File: src/rtl/uart_pkg.sv
// rtl/uart_pkg.sv - shared UART1 line levels, frame width and receiver FSM states
package uart_pkg;

  typedef enum logic [2:0] {
    UART_IDLE,
    UART_START,
    UART_DATA,
    UART_STOP,
    UART_BREAK
  } uart_state_e;

  localparam int   UART_DATA_BITS = 8;
  localparam logic UART_IDLE_LVL  = 1'b1;
  localparam logic UART_START_LVL = 1'b0;
  localparam logic UART_STOP_LVL  = 1'b1;

endpackage

File: src/rtl/uart1_rx_if.sv
// rtl/uart1_rx_if.sv - parallel byte port of the UART1 receiver with valid/ack handshake and error flags
interface uart1_rx_if;
  import uart_pkg::*;

  logic [UART_DATA_BITS-1:0] rx_data;
  logic                      rx_valid;
  logic                      rx_ack;
  logic                      framing_err;
  logic                      overrun;
  logic                      busy;

  modport master (
    output rx_data,
    output rx_valid,
    output framing_err,
    output overrun,
    output busy,
    input  rx_ack
  );

  modport slave (
    input  rx_data,
    input  rx_valid,
    input  framing_err,
    input  overrun,
    input  busy,
    output rx_ack
  );

endinterface

File: src/rtl/uart_sync2.sv
// rtl/uart_sync2.sv - two-flop synchronizer for an asynchronous single-bit input
module uart_sync2 #(
  parameter logic RST_VAL = 1'b1
) (
  input  logic clk,
  input  logic rst,
  input  logic d,
  output logic q
);

  logic meta;

  always_ff @(posedge clk) begin
    if (rst) begin
      meta <= RST_VAL;
      q    <= RST_VAL;
    end else begin
      meta <= d;
      q    <= meta;
    end
  end

endmodule

File: src/rtl/uart1_rx.sv
// rtl/uart1_rx.sv - UART1 serial receiver: 8N1 framing, mid-bit sampling, framing and overrun flags
module uart1_rx
  import uart_pkg::*;
#(
  parameter int CLKS_PER_BIT = 1,
  parameter int HALF         = (CLKS_PER_BIT - 1) / 2
) (
  input  logic       clk,
  input  logic       rst,
  input  logic       serial_in,
  uart1_rx_if.master rx_bus
);

  localparam int             CNT_W    = $clog2(CLKS_PER_BIT + 1);
  localparam logic [CNT_W-1:0] CNT_BIT  = CNT_W'(CLKS_PER_BIT);
  localparam logic [CNT_W-1:0] CNT_HALF = CNT_W'(HALF);
  localparam logic [CNT_W-1:0] CNT_ONE  = CNT_W'(1);
  localparam logic [2:0]       LAST_BIT = 3'(UART_DATA_BITS - 1);

  uart_state_e               state;
  logic                      line_s;
  logic [2:0]                bit_cnt;
  logic [CNT_W-1:0]          cyc_cnt;
  logic [UART_DATA_BITS-1:0] shift;

  uart_sync2 #(.RST_VAL(UART_IDLE_LVL)) u_sync (
    .clk (clk),
    .rst (rst),
    .d   (serial_in),
    .q   (line_s)
  );

  // cyc_cnt holds the offset the coming edge will have from the previous sample point
  always_ff @(posedge clk) begin
    if (rst) begin
      state              <= UART_IDLE;
      bit_cnt            <= '0;
      cyc_cnt            <= '0;
      shift              <= '0;
      rx_bus.rx_data     <= '0;
      rx_bus.rx_valid    <= 1'b0;
      rx_bus.framing_err <= 1'b0;
      rx_bus.overrun     <= 1'b0;
      rx_bus.busy        <= 1'b0;
    end else begin
      rx_bus.framing_err <= 1'b0;
      if (rx_bus.rx_ack && rx_bus.rx_valid) begin
        rx_bus.rx_valid <= 1'b0;
      end

      case (state)
        UART_IDLE: begin
          if (line_s == UART_START_LVL) begin
            rx_bus.busy <= 1'b1;
            cyc_cnt     <= CNT_ONE;
            bit_cnt     <= '0;
            state       <= (HALF == 0) ? UART_DATA : UART_START;
          end
        end

        UART_START: begin
          if (cyc_cnt == CNT_HALF) begin
            cyc_cnt <= CNT_ONE;
            if (line_s == UART_START_LVL) begin
              state <= UART_DATA;
            end else begin
              state       <= UART_IDLE;
              rx_bus.busy <= 1'b0;
            end
          end else begin
            cyc_cnt <= cyc_cnt + CNT_ONE;
          end
        end

        UART_DATA: begin
          if (cyc_cnt == CNT_BIT) begin
            cyc_cnt <= CNT_ONE;
            shift   <= {line_s, shift[UART_DATA_BITS-1:1]};
            bit_cnt <= bit_cnt + 3'd1;
            if (bit_cnt == LAST_BIT) begin
              state <= UART_STOP;
            end
          end else begin
            cyc_cnt <= cyc_cnt + CNT_ONE;
          end
        end

        UART_STOP: begin
          if (cyc_cnt == CNT_BIT) begin
            cyc_cnt <= CNT_ONE;
            if (line_s == UART_STOP_LVL) begin
              // a fresh byte overrides an ack landing on the same edge
              rx_bus.rx_data  <= shift;
              rx_bus.rx_valid <= 1'b1;
              if (rx_bus.rx_valid && !rx_bus.rx_ack) begin
                rx_bus.overrun <= 1'b1;
              end
              state       <= UART_IDLE;
              rx_bus.busy <= 1'b0;
            end else begin
              rx_bus.framing_err <= 1'b1;
              state              <= UART_BREAK;
            end
          end else begin
            cyc_cnt <= cyc_cnt + CNT_ONE;
          end
        end

        UART_BREAK: begin
          if (line_s == UART_IDLE_LVL) begin
            state       <= UART_IDLE;
            rx_bus.busy <= 1'b0;
          end
        end

        default: begin
          state       <= UART_IDLE;
          rx_bus.busy <= 1'b0;
        end
      endcase
    end
  end

endmodule

File: src/flat_wrapper.sv
// flat-port wrapper written by rule: the top's interface ports become plain ports
module uart1_rx_flat import uart_pkg::*;
#(
  parameter int CLKS_PER_BIT = 1,
  parameter int HALF         = (CLKS_PER_BIT - 1) / 2
)
  (clk, rst, serial_in, rx_bus_rx_data, rx_bus_rx_valid, rx_bus_framing_err, rx_bus_overrun, rx_bus_busy, rx_bus_rx_ack);
  uart1_rx_if rx_bus_i ();
  input  logic clk;
  input  logic rst;
  input  logic serial_in;
  output wire logic [$bits(rx_bus_i.rx_data)-1:0] rx_bus_rx_data;
  output wire logic [$bits(rx_bus_i.rx_valid)-1:0] rx_bus_rx_valid;
  output wire logic [$bits(rx_bus_i.framing_err)-1:0] rx_bus_framing_err;
  output wire logic [$bits(rx_bus_i.overrun)-1:0] rx_bus_overrun;
  output wire logic [$bits(rx_bus_i.busy)-1:0] rx_bus_busy;
  input wire logic [$bits(rx_bus_i.rx_ack)-1:0] rx_bus_rx_ack;
  assign rx_bus_rx_data = rx_bus_i.rx_data;
  assign rx_bus_rx_valid = rx_bus_i.rx_valid;
  assign rx_bus_framing_err = rx_bus_i.framing_err;
  assign rx_bus_overrun = rx_bus_i.overrun;
  assign rx_bus_busy = rx_bus_i.busy;
  assign rx_bus_i.rx_ack = rx_bus_rx_ack;
  uart1_rx #(.CLKS_PER_BIT(CLKS_PER_BIT), .HALF(HALF)) u_core (.clk(clk), .rst(rst), .serial_in(serial_in), .rx_bus(rx_bus_i));
endmodule
File: config.mk
export PLATFORM = sky130hd
export DESIGN_NAME = uart1_rx_flat
export DESIGN_NICKNAME = d
export VERILOG_FILES = /design/src/rtl/uart_pkg.sv /design/src/rtl/uart1_rx_if.sv /design/src/rtl/uart_sync2.sv /design/src/rtl/uart1_rx.sv /design/src/flat_wrapper.sv
export SDC_FILE = /design/constraint.sdc
export NUM_CORES = 1
export LEC_CHECK = 0
export BUFFER_PORTS_ARGS = -buffer_cell sky130_fd_sc_hd__buf_4
export CORE_ASPECT_RATIO = 1.25
export CORE_MARGIN = 1.5
export CORE_UTILIZATION = 25
export CTS_CLUSTER_SIZE = 28
export DETAILED_ROUTE_END_ITERATION = 8
export PLACE_DENSITY = 0.43
export SLEW_MARGIN = 25
export SYNTH_ARGS = -nofsm -noshare
export SYNTH_HDL_FRONTEND = slang
export SYNTH_SLANG_ARGS = --single-unit
File: constraint.sdc
create_clock -name clk -period 1.5 [get_ports clk]
set_clock_uncertainty 0.1 [all_clocks]
set_input_delay 0.225 -clock clk [delete_from_list [all_inputs] [get_ports clk]]
set_output_delay 0.225 -clock clk [all_outputs]
set_load 0.01 [all_outputs]
==> flow_summary.ini <==
[synth]
yosysSeqAreaShare_pct = 50.4
synth_cell_type_count = 27
netlist_top_cells_count = 36 x nand2_1, 29 x dfxtp_1, 23 x a21oi_1
synth_edf_count = 0
synthCells = 138
yosysMostFrequentCell = nand2_1
avgSynthCellArea_um2 = 8.35
synth-warning-count = 0
synth_top_area_share_pct = 50.4
synth_top_area_cell = dfxtp_1
synth_ff_type = dfxtp_1
synthTopCellsByArea = dfxtp_1 50%, nand2_1 12%, a21oi_1 10%, nor2_1 3.3%, ha_1 2.2%
async_flop_share_pct = 0
syn_nets = 144
syn_area_um2 = 1150
ys_seq_elements = 29

[sta]
grt_setup_unrepaired = false
relSlewSlack_pct = 76.7
hold_viol = 0
max_freq_mhz = 731
min_period_ps = 1370
tns_ps = 0
min_period_over_period_pct = 91.2
slew_violations = 0
worstMarginPinSlew_ps = 345
setup_viol = 0
whs_ps = 32.2

[die]
core_um2 = 4430
dieArea_um2 = 5030
dieWidth_um = 63.7
pin_count = 16
rows = 27
fp.dieH_um = 78.9
initial_core_util_pct = 26.0

[cts]
tritoncts.num_buffers = 5
cts_root_buffer = clkbuf_8
clkTransAtPathRegs_ps = 60
cts_sinks = 29
cts_setup_buffers = 0
clock_latency_ps = 270
htreeDepth = 2
tritoncts = yes
clk_path_buf_depth = 2

[routing]
drt_iter0_markers = 34
detail_route.wl_per_cell_um = 10.7
avgViaCountPerCell = 4.37
vias = 949
first_pass_iters = 4
drc_errors = 0
wl_um = 2330
postRouteAntennaNets = 0

[grt]
grt_pass1_vias = 929
grt_pass1_wl_um = 4080
overflow = 0
antenna_found_initial = 0
track_usage_pct = 10.5
grt_max_degree = 30

[final_layout]
fin_nets = 164
stdcell_area_um2 = 1440
finalCoreUtilization_pct = 32.6
layout-drive-gt1-share_pct = 22.6
antennaDiodeCount = 0
area_growth_pct = 25.3

[pwr]
vdd_drop_max_mv = 0.273
power_density_nw_per_um2 = 1070
total_power_w = 0.00155
p_leak_nw = 0.537

[place]
portBuffers = 15
dpl_cell_area_um2 = 1340
place.gp.congestion = 0.719
dp_hpwl_um = 1610

[worst_setup_path]
endpoint_kind = register
crit_type = reg2reg
path_max_fanout = 10
crit_path_start_kind = register
cp.arrival_ps = 1480
crit_required_ps = 1610

[job]
cap_violations = 0

[run_status]
status = completed

[worst_hold_path]
min_path_type = in2reg
## per-layer routing
| layer | track usage [%] | vias up | wire length [um] |
|---|---|---|---|
| li1 | - | 496 | - |
| met1 | 10.8 | 433 | 1050 |
| met2 | 18.4 | 14 | 1130 |
| met3 | 3.97 | 6 | 99 |
| met4 | 5.22 | 0 | 47 |
| met5 | 0 | - | 0 |
## stage by stage
stage                     cells  worst slack [ps]
after floorplan             138              97.9
after global placement      209              51.9
after detailed placement    209              28.2
after CTS                   217              9.21
after global routing        217              6.98
final                       217               132
## path summary, 6_finish.rpt
check / start / slack [ps] / end / depth (start not counted)
worst max-delay path: u_core.state[0] / 130 / u_core.rx_bus.overrun / 4
worst min-delay path: serial_in / 30 / u_core.u_sync.meta / 2
worst max register to register: u_core.state[0] / 130 / u_core.rx_bus.overrun / 4
worst min register to register: u_core.u_sync.meta / 310 / u_core.u_sync.q / 1
## power by group
| group | leakage (nW) | total [W] | internal, W | switching (W) |
|---|---|---|---|---|
| Combinational | 0.248 | 0.0000638 | 0.0000261 | 0.0000377 |
| Sequential | 0.235 | 0.000787 | 0.000779 | 0.00000768 |
| Clock | 0.0542 | 0.000700 | 0.000414 | 0.000286 |
| Total | 0.537 | 0.00155 | 0.00122 | 0.000332 |
## what timing repair did
item                       4_1_cts  5_1_grt
setup endpoints to repair        0        8
gates resized for setup          0        1
hold buffers                     0        0
## critical path, stage by stage (launching register included)
cell	delay (ps)
dfxtp_1	390
nand3_4	110
or3b_4	450
o21ba_1	200
nor2_1	70
## flip-flops by register name, summed over array words and instances, names as in the netlist
signal / flops
u_core.rx_bus.rx_data: 8
u_core.shift: 8
u_core.bit_cnt: 3
u_core.state: 3
u_core.cyc_cnt: 1
u_core.rx_bus.busy: 1
u_core.rx_bus.framing_err: 1
u_core.rx_bus.overrun: 1
u_core.rx_bus.rx_valid: 1
u_core.u_sync.meta: 1
u_core.u_sync.q: 1
## final cells by class
| class | instances | area (um^2) |
|---|---|---|
| clock buffers | 7 | 96.3 |
| clock inverters | 1 | 5.00 |
| fillers | 479 | 2980 |
| inverters | 2 | 7.51 |
| multi-input cells | 97 | 509 |
| flip-flops and latches | 29 | 581 |
| well taps | 58 | 72.6 |
| repair buffers | 23 | 173 |
## cell usage in the layout (no fill, tap or decap), types with 3 or more instances in the layout
master    Yosys  final
buf_4         0     23
nor2_1       10     10
nand2_1      36     36
clkbuf_8      0      7
a21oi_1      23     23
nor3_1        3      3
dfxtp_1      29     29
## kinds of logic after synthesis
| logic type | Yosys count | synth area share, % |
|---|---|---|
| AO/OA/AOI/OAI | 30 | 14.5 |
| flip-flops | 29 | 50.4 |
| multiplexers | 1 | 0.869 |
| buffers and inverters | 12 | 5.65 |
| adder cells (fa/ha/maj) | 2 | 2.17 |
| AND/OR/NAND/NOR | 64 | 26.4 |
No activity file was read; power rests on OpenSTA's default activity.
